$ cat src/rtl/exception_if.sv
// Pipeline-side and coprocessor-side signals of the exception unit.
// The pipeline/testbench drives through master; exception_unit receives through slave.
interface exception_if #(
    parameter int unsigned CNT_W = 8
);
    logic             stall;
    logic             flush;
    logic             id_valid;
    logic             id_ri;
    logic             id_syscall;
    logic [31:0]      id_pc;
    logic [31:0]      id_instr;
    logic             ex_ovf;
    logic             eret;
    logic [66:0]      exception_bus;
    logic             exc_flush;
    logic             in_handler;
    logic             nested_err;
    logic [CNT_W-1:0] exc_count;

    modport master (
        output stall, flush, id_valid, id_ri, id_syscall, id_pc, id_instr, ex_ovf, eret,
        input  exception_bus, exc_flush, in_handler, nested_err, exc_count
    );

    modport slave (
        input  stall, flush, id_valid, id_ri, id_syscall, id_pc, id_instr, ex_ovf, eret,
        output exception_bus, exc_flush, in_handler, nested_err, exc_count
    );
endinterface

$ cat src/rtl/exception_unit.sv
// Carries decode/execute exception flags to the commit point and raises them precisely,
// one at a time, on a registered 67-bit bus; tracks handler entry and ERET.
module exception_unit #(
    parameter int unsigned CNT_W = 8
) (
    input logic        clk,
    input logic        reset,
    exception_if.slave exc
);
    typedef enum logic [1:0] {StIdle, StRaise, StHandler} state_e;

    state_e state_q, state_d;

    logic             ex_valid_q, ex_valid_d, ex_ri_q, ex_sys_q;
    logic [31:0]      ex_pc_q, ex_instr_q;
    logic             mem_valid_q, mem_valid_d, mem_ovf_q, mem_ri_q, mem_sys_q;
    logic [31:0]      mem_pc_q, mem_instr_q;
    logic [66:0]      bus_q, bus_d;
    logic [CNT_W-1:0] cnt_q, cnt_d;
    logic             nested_q, nested_d;

    logic commit, take_raise, consume;

    assign commit     = mem_valid_q & (mem_ovf_q | mem_ri_q | mem_sys_q);
    assign take_raise = (state_q == StIdle) & commit;
    assign consume    = (state_q == StHandler) & commit;

    always_ff @(posedge clk or negedge reset) begin
        if (!reset) state_q <= StIdle;
        else        state_q <= state_d;
    end

    always_comb begin
        state_d = state_q;
        unique case (state_q)
            StIdle:    if (commit) state_d = StRaise;
            StRaise:   state_d = StHandler;
            StHandler: if (exc.eret) state_d = StIdle;
            default:   state_d = StIdle;
        endcase
    end

    always_comb begin
        exc.exc_flush  = (state_q == StRaise);
        exc.in_handler = (state_q == StRaise) | (state_q == StHandler);
    end

    // A raise squashes everything younger; a flush never cancels the commit already in S_MEM.
    always_comb begin
        ex_valid_d  = ex_valid_q;
        mem_valid_d = mem_valid_q;
        if (!exc.stall) begin
            ex_valid_d  = exc.id_valid;
            mem_valid_d = ex_valid_q;
        end else if (consume) begin
            mem_valid_d = 1'b0;
        end
        if (exc.flush || take_raise) begin
            ex_valid_d  = 1'b0;
            mem_valid_d = 1'b0;
        end
    end

    always_comb begin
        bus_d    = '0;
        cnt_d    = cnt_q;
        nested_d = nested_q | (consume & ~exc.eret);
        if (take_raise) begin
            if (mem_ovf_q)     bus_d[66:64] = 3'b100;
            else if (mem_ri_q) bus_d[66:64] = 3'b010;
            else               bus_d[66:64] = 3'b001;
            bus_d[63:32] = mem_pc_q;
            bus_d[31:0]  = (!mem_ovf_q && mem_ri_q) ? mem_instr_q : 32'h0;
            if (cnt_q != '1) cnt_d = cnt_q + CNT_W'(1);
        end
    end

    always_ff @(posedge clk or negedge reset) begin
        if (!reset) begin
            ex_valid_q  <= 1'b0;
            ex_ri_q     <= 1'b0;
            ex_sys_q    <= 1'b0;
            ex_pc_q     <= '0;
            ex_instr_q  <= '0;
            mem_valid_q <= 1'b0;
            mem_ovf_q   <= 1'b0;
            mem_ri_q    <= 1'b0;
            mem_sys_q   <= 1'b0;
            mem_pc_q    <= '0;
            mem_instr_q <= '0;
            bus_q       <= '0;
            cnt_q       <= '0;
            nested_q    <= 1'b0;
        end else begin
            ex_valid_q  <= ex_valid_d;
            mem_valid_q <= mem_valid_d;
            bus_q       <= bus_d;
            cnt_q       <= cnt_d;
            nested_q    <= nested_d;
            if (!exc.stall) begin
                ex_ri_q     <= exc.id_ri;
                ex_sys_q    <= exc.id_syscall;
                ex_pc_q     <= exc.id_pc;
                ex_instr_q  <= exc.id_instr;
                mem_ovf_q   <= ex_valid_q & exc.ex_ovf;
                mem_ri_q    <= ex_ri_q;
                mem_sys_q   <= ex_sys_q;
                mem_pc_q    <= ex_pc_q;
                mem_instr_q <= ex_instr_q;
            end
        end
    end

    assign exc.exception_bus = bus_q;
    assign exc.exc_count     = cnt_q;
    assign exc.nested_err    = nested_q;
endmodule
$ cat src/flat_wrapper.sv
// flat-port wrapper written by rule: the top's interface ports become plain ports
module exception_unit_flat 
#(
    parameter int unsigned CNT_W = 8
)
  (clk, reset, exc_stall, exc_flush, exc_id_valid, exc_id_ri, exc_id_syscall, exc_id_pc, exc_id_instr, exc_ex_ovf, exc_eret, exc_exception_bus, exc_exc_flush, exc_in_handler, exc_nested_err, exc_exc_count);
  exception_if #(.CNT_W(CNT_W)) exc_i ();
  input logic clk;
  input logic reset;
  input wire logic [$bits(exc_i.stall)-1:0] exc_stall;
  input wire logic [$bits(exc_i.flush)-1:0] exc_flush;
  input wire logic [$bits(exc_i.id_valid)-1:0] exc_id_valid;
  input wire logic [$bits(exc_i.id_ri)-1:0] exc_id_ri;
  input wire logic [$bits(exc_i.id_syscall)-1:0] exc_id_syscall;
  input wire logic [$bits(exc_i.id_pc)-1:0] exc_id_pc;
  input wire logic [$bits(exc_i.id_instr)-1:0] exc_id_instr;
  input wire logic [$bits(exc_i.ex_ovf)-1:0] exc_ex_ovf;
  input wire logic [$bits(exc_i.eret)-1:0] exc_eret;
  output wire logic [$bits(exc_i.exception_bus)-1:0] exc_exception_bus;
  output wire logic [$bits(exc_i.exc_flush)-1:0] exc_exc_flush;
  output wire logic [$bits(exc_i.in_handler)-1:0] exc_in_handler;
  output wire logic [$bits(exc_i.nested_err)-1:0] exc_nested_err;
  output wire logic [$bits(exc_i.exc_count)-1:0] exc_exc_count;
  assign exc_i.stall = exc_stall;
  assign exc_i.flush = exc_flush;
  assign exc_i.id_valid = exc_id_valid;
  assign exc_i.id_ri = exc_id_ri;
  assign exc_i.id_syscall = exc_id_syscall;
  assign exc_i.id_pc = exc_id_pc;
  assign exc_i.id_instr = exc_id_instr;
  assign exc_i.ex_ovf = exc_ex_ovf;
  assign exc_i.eret = exc_eret;
  assign exc_exception_bus = exc_i.exception_bus;
  assign exc_exc_flush = exc_i.exc_flush;
  assign exc_in_handler = exc_i.in_handler;
  assign exc_nested_err = exc_i.nested_err;
  assign exc_exc_count = exc_i.exc_count;
  exception_unit #(.CNT_W(CNT_W)) u_core (.clk(clk), .reset(reset), .exc(exc_i));
endmodule
$ cat config.mk
export PLATFORM = sky130hd
export DESIGN_NAME = exception_unit_flat
export DESIGN_NICKNAME = d
export VERILOG_FILES = /design/src/rtl/exception_if.sv /design/src/rtl/exception_unit.sv /design/src/flat_wrapper.sv
export SDC_FILE = /design/constraint.sdc
export NUM_CORES = 1
export LEC_CHECK = 0
export BUFFER_PORTS_ARGS = -buffer_cell sky130_fd_sc_hd__buf_2
export CAP_MARGIN = 25
export CORE_ASPECT_RATIO = 0.9
export CORE_MARGIN = 2
export CORE_UTILIZATION = 59
export CTS_BUF_LIST = sky130_fd_sc_hd__clkbuf_16
export DETAILED_ROUTE_END_ITERATION = 12
export PLACE_DENSITY = 0.92
export SYNTH_ARGS = -nofsm -noshare
export SYNTH_HDL_FRONTEND = slang
export SYNTH_SLANG_ARGS = --single-unit
$ cat constraint.sdc
create_clock -name clk -period 4.6 [get_ports clk]
set_input_delay 0 -clock clk [delete_from_list [all_inputs] [get_ports clk]]
set_output_delay 0 -clock clk [all_outputs]
set_load 0.01 [all_outputs]
# Word level (Yosys, flattened, before mapping)
# Index checks and enable logic that the tools add are counted.
[word_totals] regBits=213 inputBits=73 word_cells=51 out_inout_bits=78
[classes] muxes=12 eq_ne=7 add_sub_neg=1 n_reduce_logical=6 bitwise=10
[ops] cell="$mux W67" count=1
[ops] cell="$mux W32" count=1
[ops] cell="$add A8 B1 Y8 const B" count=1
[ops] cell="$ne A8 B8 Y1 const B" count=1
[ops] cell="$mux W2" count=3
[ops] cell="$pmux W2 S3" count=1
[ops] cell="$and A1 B1 Y1" count=5
[ops] cell="$mux W1" count=5
[ops] cell="$ne A2 B1 Y1 const B" count=2
[ops] cell="$or A1 B1 Y1" count=4
[ops] cell="$reduce_and A2 Y1" count=2
[ops] cell="$mux W3" count=1
[ops] cell="$ne A3 B1 Y1 const B" count=1
[ops] cell="$eq A2 B1 Y1 const B" count=1
[ops] cell="$eq A2 B2 Y1 const B" count=1
[ops] cell="$logic_not A2 Y1" count=1
[ops] cell="$ne A2 B2 Y1 const B" count=1
[ops] cell="$logic_and A1 B1 Y1" count=1
[ops] cell="$logic_not A1 Y1" count=1
[ops] cell="$logic_or A1 B1 Y1" count=1
[ops] cell="$not A1 Y1" count=1

# Longest topological paths before layout
[logic_depth] word_depth=7 ltp_mapped=7 ltp_nobuf=6

# Least setup slack after synthesis
# No wires, ideal clock.
[synth_path] path_type="reg2reg" start="reg u_core.cnt_q[0], in the netlist u_core.exc.exc_count[0]" end="reg u_core.cnt_q[1], in the netlist u_core.exc.exc_count[1]" arrival_ns=1.322 required_ns=4.475 synth_period_minus_slack_ns=1.447 slack_ns=3.153 path_buffers=0 setup_ns=0.125 path_stages_with_launch=5 cell_sequence="dfrtp_1 -> ha_1 -> nand3_1 -> o21ai_2 -> mux2_2"
[synth_between] elab_chain_len=2 elab_cells_between_ends=3 classes_between="1 x add/sub; 1 x eq/ne; 1 x reduce/logical"
[synth_lines] item="start: declaration" line_no="exception_unit.sv:19" text="logic [CNT_W-1:0] cnt_q, cnt_d;"
[synth_lines] item="start signal: assignment" line_no="exception_unit.sv:98" text="cnt_q <= cnt_d;"
[synth_lines] item="branches (longest 2 deep; another with $add A8 B1 Y8)"
# Parallel ways; which one is timed is not known.
# A chain may end at the register's enable or synchronous reset.

# Worst setup path after layout
[layout_path] start="reg u_core.state_q[1]" end="reg u_core.ex_valid_q"
[layout_between] elab_chain_len=4 elab_cells_between_ends=5 classes_between="1 x eq/ne; 1 x mux; 1 x bitwise; 2 x reduce/logical"
[layout_lines] item="start: declaration" line_no="exception_unit.sv:12" text="state_e state_q, state_d;"
[layout_lines] item="start signal: assignment" line_no="exception_unit.sv:29" text="if (!reset) state_q <= StIdle;"
[layout_lines] item="start signal: assignment" line_no="exception_unit.sv:30" text="else state_q <= state_d;"
[layout_lines] item="$logic_not A2 Y1 (*)" line_no="exception_unit.sv:25" text="assign take_raise = (state_q == StIdle) & commit;"
[layout_lines] item="$and A1 B1 Y1 (*)" line_no="exception_unit.sv:25"
[layout_lines] item="$logic_or A1 B1 Y1 (*)" line_no="exception_unit.sv:58" text="if (exc.flush || take_raise) begin"
[layout_lines] item="$ne A2 B1 Y1 (no source line) / $mux W1 (equally long branches)"
[layout_lines] item="end signal: assignment" line_no="exception_unit.sv:95" text="ex_valid_q <= ex_valid_d;"
[layout_lines] item="end: declaration" line_no="exception_unit.sv:14" text="logic ex_valid_q, ex_valid_d, ex_ri_q, ex_sys_q;"
# Every way passes the cells marked *; elsewhere a longest branch is shown, timed or not.

==> impl_metrics.env <==
export IMPL_cts_buffer_depth=3
export IMPL_clk_latency_ps=480
export IMPL_grt_usage=0.229
export IMPL_cp_required_ps=4960
export IMPL_worst_r2r_setup_slack_ps=2500
export IMPL_num_rows=39
export IMPL_fin_crit_sh=0.457
export IMPL_async_reset_ff_frac=1.00
export IMPL_wire_per_inst_um=18.1
export IMPL_worst_slew_pin_slew_ps=658
export IMPL_cts_buffers=21
export IMPL_core_area_um2=12700
export IMPL_fill_cells=691
export IMPL_wl_mm=16.1
export IMPL_gr_total_overflow=0
export IMPL_chipHeight_um=113
export IMPL_wl_met1_mm=6.09
export IMPL_hold_viol_final=0
export IMPL_rsz0062_at_grt="false"
export IMPL_p_per_area_nw_per_um2=426
export IMPL_synth_avg_cell_area_um2=15.9
export IMPL_setup_viol=0
export IMPL_drive_gt1_frac=0.452
export IMPL_diodes=0
export IMPL_grt_max_degree=125
export IMPL_place_ws_ps=2550
export IMPL_synth_top_area_cell="dfrtp_1"
export IMPL_yosys_top_cells_count="213 x dfrtp_1, 134 x mux2_2, 64 x and2_1"
export IMPL_dr_wl_met2_mm=9.04
export IMPL_vias=4628
export IMPL_cts_max_level=1
export IMPL_postSynthCellCount=486
export IMPL_antenna_left=0
export IMPL_slew_viol_final=0
export IMPL_synth_cell_types=33
export IMPL_setup_slack_ps=2500
export IMPL_p_total_mw=4.30
export IMPL_place_area_um2=8620
export IMPL_finalSetupTns_ps=0
export IMPL_max_cap_violations=0
export IMPL_area_growth_pct=30.2
export IMPL_ys_ff_latch=213
export IMPL_hp_class="in2reg"
export IMPL_syn_num_nets=564
export IMPL_end_kind="register"
export IMPL_holdBufCountCts=71
export IMPL_cts_tree="done"
export IMPL_max_freq_ghz=0.476
export IMPL_status="finished, final reports clean"
export IMPL_dr_max_layer_used="met4"
export IMPL_yosysSeqAreaShare=0.689
export IMPL_cts_setup_buffers=0
export IMPL_firstDrtPassIters=4
export IMPL_dieArea_um2=14100
export IMPL_place_gp_congestion=0.789
export IMPL_synth_warnings=0
export IMPL_grt_pass1_vias=5235
export IMPL_clock_sinks=213
export IMPL_pin_count=151
export IMPL_drc=0
export IMPL_clock_skew_ps=10.0
export IMPL_syn_area_um2=7740
export IMPL_synth_area_top_cells="dfrtp_1 69%, mux2_2 19%, and2_1 5.2%"
export IMPL_critPathArrivalTime_ps=2470
export IMPL_leakage_nw=4.96
export IMPL_yosysMostFrequentCell="dfrtp_1"
export IMPL_max_vdd_ir_drop_mv=0.308
export IMPL_final_area_um2=10100
export IMPL_synth_edff_count=0
export IMPL_cts_root_buf="clkbuf_16"
export IMPL_slew_headroom=0.561
export IMPL_worst_setup_path_type="reg2reg"
export IMPL_start_kind="register"
export IMPL_clk_pin_slew_worst_paths_ps=60
export IMPL_grt_pass1_wl_mm=25.8
export IMPL_met3_length_um=533
export IMPL_port_buffers=150
export IMPL_drt_vias_per_instance=5.18
export IMPL_finalNetCount=794
export IMPL_fp_dieW_um=125
export IMPL_initialDrtViolationCount=213
export IMPL_initial_utilization=0.608
export IMPL_ys_flop_type="dfrtp_1"
export IMPL_fin_crit_ps=2100
export IMPL_critPathMaxFanout=42
export IMPL_dp_hpwl_mm=8.88
export IMPL_cts_resized=0
export IMPL_antenna_found_initial=0
export IMPL_synth_top_cell_area_share=0.689
[worst max-delay path: stages (launching register included)]
cell and delay [ps]:
dfrtp_1 400, inv_1 120, ha_1 270, o311a_4 520, nor3_1 100, dlygate4sd3_1 580
[routing by layer]
layer  up-vias  track usage
li1       2114            -
met1      2356        0.265
met2       124        0.443
met3        34       0.0319
met4         0       0.0697
met5         -            0
[power breakdown]
group	total (mW)	leakage, nW	switching [mW]	internal, mW
clock network	1.63	0.321	0.685	0.947
logic	0.506	1.97	0.225	0.281
registers	2.16	2.67	0.107	2.05
[cell type report]
cell class | instances | area [um2] | area share
sequential | 213 | 5330 | 0.529
multi-input combinational | 247 | 2290 | 0.227
timing repair buffer | 229 | 1580 | 0.157
clock buffer | 21 | 526 | 0.0521
tap | 164 | 205 | 0.0204
clock inverter | 16 | 136 | 0.0135
inverter | 4 | 15.0 | 0.00149
[cells by family after synthesis]
logic type / share of synthesized area
compound gates: 0.0102
xor+xnor: 0.00339
flops: 0.689
buf+inv: 0.0160
fa+ha+maj: 0.00808
simple gates: 0.0737
mux: 0.200
[sequential cells by signal, summed over array words and instances (netlist names)]
| name | cells |
|---|---|
| u_core.exc.exception_bus | 67 |
| u_core.mem_valid_q | 1 |
| u_core.mem_ovf_q | 1 |
| u_core.ex_ri_q | 1 |
| u_core.ex_instr_q | 32 |
| u_core.mem_ri_q | 1 |
| u_core.mem_instr_q | 32 |
| u_core.ex_valid_q | 1 |
| u_core.ex_sys_q | 1 |
| u_core.mem_pc_q | 32 |
| u_core.exc.exc_count | 8 |
| u_core.mem_sys_q | 1 |
| u_core.ex_pc_q | 32 |
| u_core.exc.nested_err | 1 |
| u_core.state_q | 2 |
[cell usage in the layout (no fill, tap or decap), types with 3 or more instances in the layout]
| cell | instances |
|---|---|
| a21oi_1 | 3 |
| and2_1 | 64 |
| buf_2 | 148 |
| buf_4 | 4 |
| clkbuf_16 | 21 |
| clkinv_1 | 4 |
| clkinv_2 | 3 |
| clkinvlp_4 | 4 |
| dfrtp_1 | 213 |
| dlygate4sd3_1 | 73 |
| ha_1 | 5 |
| inv_1 | 6 |
| mux2_2 | 134 |
| nand2_1 | 6 |
| nand3_1 | 3 |
| nand4_1 | 3 |
| nor2_1 | 4 |
| nor3_1 | 3 |
[metrics by stage]
step	instances	util	hold slack [ps]
final	894	0.792	271
after global routing	894	0.792	254
after CTS	889	0.785	232
after detailed placement	781	0.677	180
after global placement	781	0.677	179
after floorplan	486	-	-296
[path summary, 6_finish.rpt]
path | startpoint | endpoint | depth (start not counted)
max in group asynchronous | reset | u_core.ex_instr_q[15]$_DFFE_PN0N_ | 5
min | exc_flush | u_core.mem_valid_q$_DFFE_PN0P_ | 3
min in group asynchronous | reset | u_core.mem_pc_q[17]$_DFFE_PN0N_ | 3
max | u_core.state_q[1]$_DFFE_PN0P_ | u_core.ex_valid_q$_DFFE_PN0P_ | 5
max reg2reg | u_core.state_q[1]$_DFFE_PN0P_ | u_core.ex_valid_q$_DFFE_PN0P_ | 5
min reg2reg | u_core.exc.nested_err$_DFF_PN0_ | u_core.exc.nested_err$_DFF_PN0_ | 1
(Power assumes the default switching activity.)
